**config.mk**
```make
export PLATFORM = sky130hd
export DESIGN_NAME = trigger_conditioner
export DESIGN_NICKNAME = d
export VERILOG_FILES = /design/src/rtl/trigger_conditioner.sv
export SDC_FILE = /design/constraint.sdc
export NUM_CORES = 1
export LEC_CHECK = 0
export CAP_MARGIN = 20
export CORE_MARGIN = 5
export CORE_UTILIZATION = 45
export CTS_BUF_LIST = sky130_fd_sc_hd__clkbuf_2
export CTS_CLUSTER_DIAMETER = 40
export DETAILED_ROUTE_END_ITERATION = 6
export PLACE_DENSITY = 0.72
export SLEW_MARGIN = 10
export SYNTH_ARGS = -nofsm -noshare
export SYNTH_HDL_FRONTEND = slang
export SYNTH_SLANG_ARGS = --single-unit
```
**constraint.sdc**
```tcl
create_clock -name clk -period 1.6 [get_ports clk]
set_input_delay 0.32 -clock clk [delete_from_list [all_inputs] [get_ports clk]]
set_output_delay 0.32 -clock clk [all_outputs]
set_load 0.005 [all_outputs]
```
**src/rtl/trigger_conditioner.sv**
```systemverilog
// rtl/trigger_conditioner.sv - synchronize, filter and edge-count a target pin into a held glitch trigger
module trigger_conditioner #(
  parameter int FILTER_CYCLES  = 4,
  parameter int SKIP_WIDTH     = 8,
  parameter int HOLDOFF_CYCLES = 1024,
  parameter int COUNT_WIDTH    = 16
) (
  input  logic                   clk,
  input  logic                   rst,
  input  logic                   trig_in,
  input  logic                   arm,
  input  logic                   one_shot,
  input  logic                   edge_sel,
  input  logic [SKIP_WIDTH-1:0]  skip_count,
  input  logic                   done_in,
  output logic                   trig_out,
  output logic                   armed,
  output logic [COUNT_WIDTH-1:0] fire_count,
  output logic                   overrun
);

  localparam int HW = $clog2(HOLDOFF_CYCLES + 1);

  typedef enum logic [1:0] {IDLE, ARMED, FIRE, HOLDOFF} state_t;

  state_t                state, state_next;
  logic                  sync1, sync2;
  logic [3:0]            match_cnt;
  logic                  filt, filt_d;
  logic                  arm_d;
  logic                  qual;
  logic [SKIP_WIDTH-1:0] skip_rem, skip_next;
  logic [HW-1:0]         hold_cnt, hold_next;
  logic                  spent, spent_next;
  logic                  fire_done;

  // Two-flop synchronizer followed by a run-length glitch filter on the pin.
  always_ff @(posedge clk) begin
    if (rst) begin
      sync1     <= 1'b0;
      sync2     <= 1'b0;
      filt      <= 1'b0;
      filt_d    <= 1'b0;
      match_cnt <= 4'd0;
    end else begin
      sync1  <= trig_in;
      sync2  <= sync1;
      filt_d <= filt;
      if (sync2 != filt) begin
        if (match_cnt == 4'(FILTER_CYCLES - 1)) begin
          filt      <= sync2;
          match_cnt <= 4'd0;
        end else begin
          match_cnt <= match_cnt + 4'd1;
        end
      end else begin
        match_cnt <= 4'd0;
      end
    end
  end

  // One-cycle pulse on a filtered transition in the selected direction.
  assign qual = (filt != filt_d) && (filt != edge_sel);

  // State, skip/holdoff counters and completed-fire counter.
  always_ff @(posedge clk) begin
    if (rst) begin
      state      <= IDLE;
      skip_rem   <= '0;
      hold_cnt   <= '0;
      spent      <= 1'b0;
      fire_count <= '0;
    end else begin
      state    <= state_next;
      skip_rem <= skip_next;
      hold_cnt <= hold_next;
      spent    <= spent_next;
      if (fire_done) fire_count <= fire_count + 1'b1;
    end
  end

  // Next-state logic; spent blocks re-arming after a one-shot until arm is dropped.
  always_comb begin
    state_next = state;
    skip_next  = skip_rem;
    hold_next  = hold_cnt;
    spent_next = spent & arm;
    fire_done  = 1'b0;
    case (state)
      IDLE: begin
        if (arm && !spent) begin
          state_next = ARMED;
          skip_next  = skip_count;
        end
      end
      ARMED: begin
        if (!arm) begin
          state_next = IDLE;
        end else if (qual) begin
          if (skip_rem == '0) state_next = FIRE;
          else                skip_next  = skip_rem - 1'b1;
        end
      end
      FIRE: begin
        if (done_in) begin
          fire_done  = 1'b1;
          state_next = HOLDOFF;
          hold_next  = '0;
        end
      end
      HOLDOFF: begin
        if (!arm) begin
          state_next = IDLE;
        end else if (hold_cnt == HW'(HOLDOFF_CYCLES - 1)) begin
          if (one_shot) begin
            state_next = IDLE;
            spent_next = 1'b1;
          end else begin
            state_next = ARMED;
            skip_next  = skip_count;
          end
        end else begin
          hold_next = hold_cnt + 1'b1;
        end
      end
      default: state_next = IDLE;
    endcase
  end

  // Sticky overrun: an edge while busy sets it, a rising arm clears it; setting wins.
  always_ff @(posedge clk) begin
    if (rst) begin
      overrun <= 1'b0;
      arm_d   <= 1'b0;
    end else begin
      arm_d <= arm;
      if (qual && (state == FIRE || state == HOLDOFF)) overrun <= 1'b1;
      else if (arm && !arm_d)                          overrun <= 1'b0;
    end
  end

  assign trig_out = (state == FIRE);
  assign armed    = (state == ARMED);

endmodule

```
==> summary.txt <==
Status
  • Status: finished, violations left
  • Failing checks: setup timing

Finish
  • Layout cell share with drive strength beyond 1: 0.4101
  • Nets: 397
  • Design area: approximately 3600 sq um
  • Fin cells: 448
  • Layout area overhead: 53.55%
  • # diodes: 0

Clock tree
  • CTS tree: built
  • Worst-path clk slew: approximately 0.25 ns
  • Clock Path Buffers: 2
  • Total CTS buffers: 5
  • Total clock sinks: 48
  • Root Buffer Master: clkbuf_2
  • Worst-Skew Late Latency: 0.44 ns
  • CTS HTree Levels: 2

Yosys
  • Syn_nets: a little under 300
  • Syn Area/Cell: between 8 and 9 sq um
  • Top_reg_cell synth: dfxtp_1
  • List of most frequent post-synthesis cells: 48 x dfxtp_1, 47 x nor2_1, 18 x xnor2_1
  • Synth cell types: 46
  • Post-Syn Area: 2325 sq um
  • Synthesized instance count: 270
  • Async S/R FF share, synth: 0
  • Ranking of synthesized cells by area: dfxtp_1 41%, nor2_1 7.6%, xnor2_1 6.8%
  • Top cell type's share of synthesized area: 0.4133
  • EDFF count, synth: 0
  • Sequential element share of the synthesized area: 0.4133
  • Synth area leader: dfxtp_1
  • #FFs+latches synth: 48
  • Yosys warns: 0
  • Count leader, synth: dfxtp_1

Pwr
  • Psw: 652.1 uW
  • Net Sw Frac: 0.2704
  • Cell area power density: just under 700 nW/um^2
  • Tot Pwr: 2411 uW
  • Logic gate share of total power: 0.202
  • Max VDD drop: 0.0005067 V
  • Power Internal: 1759 uW
  • Clk pwr share: 0.279
  • Seq pwr share: 0.519
  • LEAKAGE: 0.001483 uW

Floorplanning
  • Ports: 34
  • Initial Utilization: 0.4581
  • FP Rows: 26
  • Core area: 5075 sq um
  • Die Area: 6704 sq um
  • Die Height: about 82 um
  • Die width: 81.88 um

Critical path
  • Delay-heaviest family, CP: simple AND/OR/NAND/NOR gates
  • WP data required: 1.99 ns
  • Setup CP Type: reg -> reg
  • Worst path max stage delay: 0.55 ns
  • Slowest CP cell: or4_1
  • R2R Setup Slk: -0.11 ns
  • Critical path launch point type: flop
  • Worst setup EP type: flop
  • Crit-path max FO: 8
  • Worst path cell trace: buf_6, buf_4, buf_4, a21oi_1, a21oi_2, or4_1, a21oi_2
  • CP bufs+invs: 3
  • Critical R2R Capture: skip_rem[4]
  • FF-to-FF path depth: 7
  • Arr. time, crit path: 2.10 ns

Drt
  • Vias/cell: 5.134
  • WL/cell: 12.82 um
  • Routed Antenna Nets: 0
  • Total number of vias: between 2000 and 2500
  • Final WL: 5743 um
  • DRC violations left: 0
  • Initial drt markers: between 50 and 60
  • Drt pass-1 iters: 4

Timing
  • Period Utilization, post-route: 1.069
  • Clock Skew: 0.02021 ns
  • Final worst setup slack: -0.1101 ns
  • Final slew viol count: 0
  • Slew @ Worst Pin: 0.3240 ns
  • Final hold violations: 0
  • Slew HR: 0.7820
  • RSZ-0062 raised after global routing: true
  • Final setup fails: 7
  • Period minus WS final: approximately 1.7 ns
  • TNS Setup: -0.2945 ns
  • Fmax: a little under 600 MHz

Flow run
  • Max-Cap Viols: 0

Global routing
  • Overall routing resource usage: 0.1783
  • First-pass GRT wire length: 9446 um
  • Initial antenna violation count: 0
  • Vias in the first global route: 2234
  • Largest net degree at the start of global routing: 20
  • GR Overflow Total: 0

Placement
  • PortBufs: 33
  • Gp weighted congestion: 0.8558
  • Dpl hpwl: 3942 um
  • Post-Place Worst Slack: -0.3916 ns
  • DP Area: 3078 sq um
  • Inst Count DP: just over 400

Hold path
  • Min-delay src: trig_in
  • Cells on Worst Hold Path: 2
  • Hold Crit Class: in -> reg
  • Hold path endpoint: sync1
-- kinds of logic after synthesis --
logic type,count (synthesis),share of synthesized area
buf+inv,21,0.03983
simple gates,126,0.2809
xor+xnor,32,0.1206
compound gates,36,0.1098
mux,2,0.008612
flops,48,0.4133
fa+ha+maj,5,0.02691
-- metal layers --
layer  GRT usage  vias up  wire (um)
li1            -     1163          -
met1      0.2098     1095       2617
met2      0.3231       35       2856
met3     0.03728        7        208
met4     0.05150        0         61
met5           0        -          0
-- timing repair --
item / 4_1_cts / 5_1_grt
pin swaps: 17 / 13
hold buffers: 0 / 0
gates cloned: 0 / 1
setup buffers: 21 / 9
gates resized for setup: 74 / 27
endpoints found under the setup margin: 28 / 26
-- placed cells by master (no fill, tap or decap), types with 6 or more instances in the layout --
cell             Yosys  final
nand4_1              9      9
nor2_1              47     47
a21oi_1             10      7
nand3_1             12     10
xor2_1              14     14
dfxtp_2              0     22
clkdlybuf4s50_1      0     14
dfxtp_1             48     21
dlygate4sd2_1        0     16
xnor2_1             18     18
nand2_1             15     13
buf_4                0     76
clkbuf_2             0      6
-- metrics by stage --
| stage | utilization | hold slack (ns) |
|---|---|---|
| finish | 0.7034 | 0.4018 |
| floorplan | - | 0.4138 |
| global placement | 0.6065 | 0.4224 |
| global route | 0.7034 | 0.3746 |
| CTS | 0.6738 | 0.3929 |
| detailed placement | 0.6065 | 0.4256 |
-- power groups by stage --
stage	registers [uW]	logic [uW]	clock network, uW
3_3_place_gp	1270	368	0
4_1_cts	1250	429	699
3_5_place_dp	1280	372	0
6_report	1250	487	673
2_1_floorplan	1270	212	0
5_1_grt	1250	534	745
-- layout make-up --
class | count | area, sq um
multi-input combinational | 201 | 1449
clock inverter | 3 | 47.55
clock buffer | 5 | 25.02
fill | 401 | 1505
sequential | 48 | 1007
timing repair buffer | 114 | 927.1
inverter | 7 | 26.28
tap | 70 | 87.58
-- state kept, by name, summed over array words and instances, names as in the netlist, 4 cells and up, named ones only --
| register | count |
|---|---|
| match_cnt | 4 |
| skip_rem | 8 |
| fire_count | 16 |
| hold_cnt | 11 |
-- how the worst max path moves through the flow --
stage,to,cells after the start
2_1_floorplan,skip_rem[5],5
5_1_grt,skip_rem[4],6
6_report,skip_rem[4],7
4_1_cts,skip_rem[4],6
3_3_place_gp,skip_rem[4],6
3_5_place_dp,skip_rem[4],6
Note: power is estimated with default switching activity, not from simulation.
